File: src/rtl/stream_sink_addr_gen.sv
// Stream sink address generator: turns valid/status stream tokens into sequential BRAM writes.
// Define STREAM_SINK_WRAP_EN for circular-buffer mode (no FULL state, done pulses on each wrap).
module stream_sink_addr_gen #(
    parameter int ADDR_W = 13,
    parameter int DATA_W = 32,
    parameter int DEPTH  = 8192
) (
    input  logic              clk,
    input  logic              rstx,
    input  logic              clear,
    input  logic              valid,
    input  logic [DATA_W-1:0] data_in,
    output logic              status,
    output logic              wr_en,
    output logic [ADDR_W-1:0] wr_addr,
    output logic [DATA_W-1:0] wr_data,
    output logic [ADDR_W:0]   count,
    output logic              done
);

    localparam logic [ADDR_W-1:0] LAST_PTR   = ADDR_W'(DEPTH - 1);
    localparam logic [ADDR_W:0]   FULL_COUNT = (ADDR_W + 1)'(DEPTH);

    typedef enum logic {
        ACTIVE = 1'b0,
        FULL   = 1'b1
    } state_t;

    state_t              state_reg,   state_next;
    logic [ADDR_W-1:0]   ptr_reg,     ptr_next;
    logic [ADDR_W:0]     count_reg,   count_next;
    logic                wr_en_reg,   wr_en_next;
    logic [ADDR_W-1:0]   wr_addr_reg, wr_addr_next;
    logic [DATA_W-1:0]   wr_data_reg, wr_data_next;
    logic                status_reg,  status_next;
    logic                done_reg,    done_next;
    logic                accept;

    // status is a register, so acceptance never loops combinationally through valid.
    assign accept = valid & status_reg & ~clear;

    always_ff @(posedge clk) begin
        if (rstx) begin
            state_reg   <= ACTIVE;
            ptr_reg     <= '0;
            count_reg   <= '0;
            wr_en_reg   <= 1'b0;
            wr_addr_reg <= '0;
            wr_data_reg <= '0;
            status_reg  <= 1'b1;
            done_reg    <= 1'b0;
        end else begin
            state_reg   <= state_next;
            ptr_reg     <= ptr_next;
            count_reg   <= count_next;
            wr_en_reg   <= wr_en_next;
            wr_addr_reg <= wr_addr_next;
            wr_data_reg <= wr_data_next;
            status_reg  <= status_next;
            done_reg    <= done_next;
        end
    end

    always_comb begin
        state_next   = state_reg;
        ptr_next     = ptr_reg;
        count_next   = count_reg;
        wr_en_next   = 1'b0;
        wr_addr_next = wr_addr_reg;
        wr_data_next = wr_data_reg;
`ifdef STREAM_SINK_WRAP_EN
        done_next    = 1'b0;
`endif

        if (clear) begin
            state_next = ACTIVE;
            ptr_next   = '0;
            count_next = '0;
        end else if (accept) begin
            wr_en_next   = 1'b1;
            wr_addr_next = ptr_reg;
            wr_data_next = data_in;
`ifdef STREAM_SINK_WRAP_EN
            count_next = (count_reg == FULL_COUNT) ? count_reg : count_reg + 1'b1;
            if (ptr_reg == LAST_PTR) begin
                ptr_next  = '0;
                done_next = 1'b1;
            end else begin
                ptr_next = ptr_reg + 1'b1;
            end
`else
            count_next = count_reg + 1'b1;
            // The last slot closes the gate on the same edge, so nothing lands past DEPTH.
            if (ptr_reg == LAST_PTR) begin
                state_next = FULL;
            end else begin
                ptr_next = ptr_reg + 1'b1;
            end
`endif
        end

        status_next = (state_next == ACTIVE);
`ifndef STREAM_SINK_WRAP_EN
        done_next   = (state_next == FULL);
`endif
    end

    assign status  = status_reg;
    assign wr_en   = wr_en_reg;
    assign wr_addr = wr_addr_reg;
    assign wr_data = wr_data_reg;
    assign count   = count_reg;
    assign done    = done_reg;

endmodule

File: config.mk
export PLATFORM = sky130hd
export DESIGN_NAME = stream_sink_addr_gen
export DESIGN_NICKNAME = d
export VERILOG_FILES = /design/src/rtl/stream_sink_addr_gen.sv
export SDC_FILE = /design/constraint.sdc
export NUM_CORES = 1
export LEC_CHECK = 0
export ABC_CLOCK_PERIOD_IN_PS = 1700
export CORE_ASPECT_RATIO = 0.5
export CORE_MARGIN = 2
export CORE_UTILIZATION = 40
export CTS_BUF_LIST = sky130_fd_sc_hd__clkbuf_4 sky130_fd_sc_hd__clkbuf_8
export CTS_CLUSTER_DIAMETER = 60
export CTS_CLUSTER_SIZE = 25
export DETAILED_ROUTE_END_ITERATION = 8
export PLACE_DENSITY = 0.74
export SETUP_SLACK_MARGIN = 0.3
export SYNTH_ARGS = -nofsm -noshare
export SYNTH_HDL_FRONTEND = slang
export SYNTH_SLANG_ARGS = --single-unit
export TNS_END_PERCENT = 5
File: constraint.sdc
create_clock -name clk -period 1.7 [get_ports clk]
set_input_delay 0.34 -clock clk [delete_from_list [all_inputs] [get_ports clk]]
set_output_delay 0.34 -clock clk [all_outputs]
set_load 0.1 [all_outputs]
==> impl.org, run 1 <==
** GRT
- Largest net degree at the start of global routing :: 25
- Initial antenna violation count :: 0
- Global-route wire length before repair :: 14.3 mm
- Global route overflow :: 0
- GRT Util Overall :: between 20 and 25%
- Vias in the first global route :: a little over 3000

** Die
- The initial utilization of the core area, before any placement, comes to about 43%.
- Die extent in y :: between 60 and 70 µm
- IO Count :: 98
- The die covers 8030 µm².
- The floorplan step set the die width to about 120 µm.
- After floorplanning, the core was divided into 21 placement rows.
- The core region is between 6000 and 7000 µm².

** Timing
- The clock arrives with approximately 0.0065 ns of skew.
- RSZ-0062 raised after global routing :: true
- Total setup violations reported at the end of the flow :: 0
- The final hold violation count was 0.
- Remaining max-slew budget at the tightest pin :: 77.7%
- Transition at the pin with the smallest max-transition slack :: ~0.33 ns
- The routed design could run at a clock period as short as between 1.5 and 2 ns.
- Share of the clock period used by the worst path :: about nine tenths
- After routing, the total negative slack on setup checks comes to 0 ns.
- The final max-slew violation count is 0.
- Based on the critical path, the design can be clocked at up to 665 MHz.

** Worst setup path
- CP required :: roughly 2.0 ns
- The worst setup path is captured at a register.
- Type of element launching the critical path :: register
- Arr. time, crit path :: approximately 1.8 ns
- Crit Path Class :: reg -> reg
- Of all nets on the critical path, the largest fanout is 4.
- R2r worst-path depth :: 5

** Yosys
- Post-synthesis cell type count :: 38
- Number of synthesized flops with an enable pin :: 0
- Per-instance average area after synthesis :: ~8 µm²
- Ranked by total cell area, the synthesized netlist is headed by dfxtp_1, nand2_1, a21oi_1, nor2_1, clkbuf_1.
- The synthesized design contains between 70 and 80 register bits.
- Of all cell types, the one taking the most synthesized area is dfxtp_1.
- Syn Nets :: around 390
- The most used flip-flop cell after synthesis is dfxtp_1.
- Fraction of synthesized cell area taken by the top area cell type :: ~50%
- The mapped netlist covers approximately 2900 µm².
- Syn Inst Count :: between 300 and 400
- For this run, the number of Yosys warnings is 0.
- Summing the sequential cell areas from Yosys gives between 50% and 60% of the chip area.
- Fraction of synthesis flops using an asynchronous set or reset pin :: 0%

** Cells and area
- Share of final-layout standard cells stronger than drive strength 1 :: around 33%
- Number of flip-flops in the largest register :: 32
- The library cell used most frequently in the layout, excluding fill and tap cells, is nand2_1.
- Commonest cells after routing, fill and taps aside :: nand2_1, buf_12, dfxtp_1, a21oi_1, buf_4
- The finished layout holds between 500 and 600 standard cells, fillers aside.
- Compared with the post-synthesis result, the final layout area differs by 80.8%.
- The repair_antennas step left the layout with diodes totalling 0.
- The finished cells cover 5270 µm².
- Net count, final :: about 520

** Placement
- At the end of routability-driven placement, the weighted congestion stood at around 0.8.
- Dpl cells :: ~560
- Cell area reported after detailed placement :: 4940 µm²
- IO Port Bufs :: just under 100
- HPWL after DPL :: roughly 6.1 mm

** Clock tree
- Root Buffer Master :: clkbuf_8
- After clock tree synthesis, the clock-pin slew on the worst setup and hold paths is around 0.080 ns.
- Number of buffers inserted during clock tree synthesis :: 9
- Deepest clock path buffer count :: 2
- TritonCTS built the clock tree.
- Clock Latency Late Sink :: roughly 0.34 ns
- The H-tree was split into 3 levels.
- The tree built by TritonCTS fans out to 75 sinks.

** Drt
- First-iteration detailed-routing DRC count :: 151
- The final route contains just under 3000 vias.
- Vias per std cell :: a little over 5
- Final Routed Wirelength :: 8.38 mm
- The detail route stage leaves a number of antenna-violating nets equal to 0.
- WL per Instance :: 14.4 µm
- The first TritonRoute pass finished after 4 iterations.
- # DRC :: 0

** Outcome
- The flow ran to the end, and the final reports show no timing, DRC or antenna violations.

** Run
- Max-cap violations :: 0

** Pwr
- Power spread over the standard cell area amounts to about 750 nW/µm².
- Leakage power figure :: about 2 nW
- Across the VDD grid, the largest voltage drop is between 0.5 and 0.6 mV.
- Final Total Pwr :: around 4 mW

** Min path
- Worst min path class :: in -> reg
- Number of stages on the worst hold path :: 3
[kinds of logic after synthesis]
family | count (synthesis) | share of synthesized area, %
and+or+nand+nor | 168 | 26.3
AOI/OAI and AO/OA | 77 | 14.8
DFF | 75 | 51.5
buffers and inverters | 21 | 3.09
xor gates and xnor gates | 9 | 2.70
muxes | 2 | 0.687
adders and majority gates | 2 | 0.858
[report_power, final]
part | leakage [nW] | switching, mW | internal, mW
logic | 1.24 | 0.413 | 0.282
registers | 0.620 | 0.0409 | 1.78
clock network | 0.111 | 0.611 | 0.807
[critical path, stage by stage, from the launching register on]
cell     delay, ns
dfxtp_4       0.37
buf_6         0.11
and4_4        0.22
nand3_2       0.09
or4_4         0.53
a21oi_2       0.12
[metrics by stage]
step	setup WS (ns)	hold WS [ns]	utilization (%)
2_1_floorplan	0.0540	0.458	-
3_3_place_gp	-0.195	0.476	72.1
3_5_place_dp	-0.237	0.477	72.1
4_1_cts	0.166	0.302	76.1
5_1_grt	0.133	0.318	76.8
6_report	0.196	0.322	76.8
[metal layers]
metal,vias to the layer above,part of all wire (%),global-route usage (%)
li1,1478,-,-
met1,1410,42,24.7
met2,72,52,40.2
met3,8,5.0,6.78
met4,0,1.2,7.44
met5,-,0,0
[cells in the mapped netlist, drive strengths merged, types with 3 or more instances]
library cell and n:
nand3 8, xnor2 5, o21ai 5, a21oi 56, or4 3, and3 3, nor2 17, o31ai 3
nor3 7, clkbuf 13, or3 5, nand2 105, nand4 6, buf 7, dfxtp 75, and4 5
xor2 4
[worst paths after layout]
check	end	start	slack (ns)
max reg2reg	ptr_reg[9]	ptr_reg[0]	0.20
min	count[13]	rstx	0.32
min reg2reg	wr_data[26]	wr_data[26]	0.49
max	ptr_reg[9]	ptr_reg[0]	0.20
[layout make-up]
class	count	area, µm²
Clock buffer	14	174
Sequential cell	75	1560
Timing Repair Buffer	140	1970
Multi-Input combinational cell	258	1420
Clock inverter	2	35.0
Tap cell	92	115
Fill cell	450	1590
Inverter	1	3.75
[timing repair]
item                       4_1_cts  5_1_grt
buffers inserted                 3        1
setup endpoints to repair       29       23
pin swaps                        8        6
hold buffers                     0        0
gates resized for setup         13       14
Power figures use the tool's default switching activity.
==> inputs of run 2 (changes only) <==
--- a/config.mk
+++ b/config.mk
@@ -9,7 +9,6 @@
 export CORE_ASPECT_RATIO = 0.5
 export CORE_MARGIN = 2
 export CORE_UTILIZATION = 40
-export CTS_BUF_LIST = sky130_fd_sc_hd__clkbuf_4 sky130_fd_sc_hd__clkbuf_8
 export CTS_CLUSTER_DIAMETER = 60
 export CTS_CLUSTER_SIZE = 25
 export DETAILED_ROUTE_END_ITERATION = 8
==> run 2 against run 1 <==
Routed wire length hardly changed. Clock-buffer cell count grew 1. Clock power up 30%. Via count down 0.27%. Die area stayed put. Worst setup slack got worse by 0.030 ns. Critical path type unchanged. Critical endpoint is now ptr_reg[10].
==> impl.org, run 2 (synthesis gave the netlist of run 1 again) <==
** Outcome
- The flow ran to the end, and the final reports show no timing, DRC or antenna violations.

** Drt
- For this block, the initial DRC count from the detailed router was 180.
- WL per Instance :: between 10 and 15 µm
- Via count :: 2960
- Number of nets still failing antenna checks after routing :: 0
- After detailed routing, the number of vias per cell comes to 5.11.
- Final Routed Wirelength :: ~8.4 mm
- The first detailed-routing pass ran for 5 iterations.
- After detailed routing, the number of remaining DRC violations is 0.

** GRT
- For this run, the total global-route usage over all layers was measured as 22.3%.
- The via count of the first global-routing pass came to around 3000.
- Global-route wire length before repair :: about 14 mm
- Global routing used 25.5% of the available met1 tracks.
- Global route overflow :: 0
- Global routing consumed, on the met3 layer, under 10% of the routing resources.
- GRT busiest layer :: met2
- GR Layer Usage met2 :: slightly above 40%
- The number of antenna violations at the first check in global routing was 0.
- Entering global routing, the biggest net connects 25 pins.

** Die
- The die is ~64 µm tall.
- IO Count :: 98
- Core footprint :: 6860 µm²
- The floorplan step defined a die boundary enclosing 8030 µm².
- Initial cell density of the core :: ~43%
- The floorplan has 21 rows.
- Width of the die :: between 100 and 150 µm

** Cells and area
- The finished cells cover 5300 µm².
- Compared with the post-synthesis result, the final layout area differs by 81.7%.
- Final cell count without fillers :: between 500 and 600
- The library cell used most frequently in the layout, excluding fill and tap cells, is nand2_1.
- The register with the most flip-flops in the layout has 32 of them.
- Net count, final :: 520
- Share of final-layout standard cells stronger than drive strength 1 :: 30.6%
- The repair_antennas step left the layout with diodes totalling 0.
- Commonest cells after routing, fill and taps aside :: nand2_1, buf_12, dfxtp_1, a21oi_1, buf_4

** Clock tree
- Number of buffers inserted during clock tree synthesis :: 9
- H-tree levels :: 3
- Root Buffer Master :: clkbuf_16
- TritonCTS built the clock tree.
- After clock tree synthesis, the clock-pin slew on the worst setup and hold paths is about 0.06 ns.
- CTS saw between 70 and 80 sinks.
- After clock tree synthesis, the flow added hold-fix buffers numbering 0.
- For the worst-skew pair, the clock arrives at the later sink with an insertion delay of ~0.33 ns.
- Deepest clock path buffer count :: 2

** Worst setup path
- R2r endpoint :: ptr_reg[10]
- For the worst setup path, the data required time is between 1.5 and 2 ns.
- The worst setup path is of the reg -> reg kind.
- R2r worst-path depth :: 5
- The startpoint identified for the worst register-to-register timing path is ptr_reg[1].
- Data on the critical path arrives at its endpoint at 1.80 ns.
- Setup slack on the worst flop-to-flop path :: roughly 0.17 ns
- Largest fanout on the critical path :: 5
- The worst setup path is captured at a register.
- STA classifies the critical path startpoint as a register.

** Timing
- Total setup violations reported at the end of the flow :: 0
- Worst clock skew :: approximately 0.0047 ns
- Based on the critical path, the design can be clocked at up to 652 MHz.
- RSZ-0062 raised after global routing :: true
- The final hold violation count was 0.
- Min cycle time layout :: between 1.5 and 2 ns
- The final critical path takes up around nine tenths of the cycle.
- Remaining max-slew budget at the tightest pin :: 78.5%
- Number of slew-limit violations in the final report :: 0
- Transition at the pin with the smallest max-transition slack :: approximately 0.32 ns

** Min path
- The startpoint identified for the worst hold timing path is rstx.
- The worst hold path terminates at count[13].
- The path class of the tightest hold or removal check is in -> reg.
- Along the worst hold path, the cell count comes to 3.

** Placement
- The HPWL after detailed placement is 6.09 mm.
- Cell area reported after detailed placement :: slightly below 5000 µm²
- Dpl cells :: 562
- IO Port Bufs :: 97
- GP Congestion :: between 0.8 and 0.9

** Pwr
- Leakage power figure :: approximately 2.0 nW
- Power spread over the standard cell area amounts to 823 nW/µm².
- Largest vdd supply drop :: 0.639 mV

** Run
- The tool flagged a number of max-cap violations equal to 0.
-- run 2: changes by cell type in the layout (fill, tap and decap cells not counted), moves of 2 or more --
cell / before / now
clkbuf_16: 0 / 10
clkbuf_8: 11 / 2
clkbuf_1: 0 / 3
clkbuf_4: 3 / 0
buf_6: 3 / 1
nor3_1: 4 / 6
nor3_2: 3 / 1
-- run 2: how the worst max path moves through the flow --
| stage | startpoint | endpoint | slack [ns] | depth (start not counted) |
|---|---|---|---|---|
| 6_report | ptr_reg[1] | ptr_reg[10] | 0.17 | 5 |
| 2_1_floorplan | count[0] | count[10] | 0.05 | 6 |
| 3_3_place_gp | valid | ptr_reg[10] | -0.20 | 5 |
| 5_1_grt | ptr_reg[1] | ptr_reg[10] | 0.10 | 5 |
| 4_1_cts | ptr_reg[0] | ptr_reg[10] | 0.14 | 5 |
| 3_5_place_dp | valid | count[12] | -0.24 | 6 |
-- run 2: where the power goes --
group	total, mW	switching, mW	internal (mW)
combinational	0.693	0.412	0.281
sequential	1.82	0.0413	1.78
clock	1.84	0.687	1.16
-- run 2: what timing repair did --
item / CTS / global route
pin swaps: 6 / 3
endpoints found under the setup margin: 45 / 24
buffers inserted: 1 / 0
gates resized for setup: 15 / 2
-- run 2: per-layer routing --
layer,up-vias,share of wire [%]
met2,93,52
li1,1477,-
met4,0,0.93
met3,7,5.1
met5,-,0
met1,1383,42
-- run 2: area by class of cell --
cell class,instances,area [µm²]
timing repair buffer,137,1940
fill,449,1560
sequential,75,1550
multi-input combinational,258,1390
clock buffer,15,289
tap,92,115
clock inverter,1,5.00
inverter,1,3.75
-- run 2: metrics by stage --
| stage | worst slack, ns | setup TNS, ns | total power, mW | hold slack (ns) | utilization [%] |
|---|---|---|---|---|---|
| 2_1_floorplan | 0.0540 | 0 | 2.22 | 0.458 | - |
| 3_3_place_gp | -0.195 | -3.53 | 2.54 | 0.476 | 72.1 |
| 3_5_place_dp | -0.237 | -4.09 | 2.55 | 0.477 | 72.1 |
| 4_1_cts | 0.144 | 0 | 4.39 | 0.331 | 77.2 |
| 5_1_grt | 0.100 | 0 | 4.51 | 0.352 | 77.2 |
| 6_report | 0.166 | 0 | 4.36 | 0.339 | 77.2 |
-- run 2: critical path, stage by stage, from the launching register on --
cell and delay, ns:
dfxtp_2 0.35, ha_4 0.15, nand4_4 0.14, or3_4 0.35
or3_1 0.35, a21oi_1 0.13
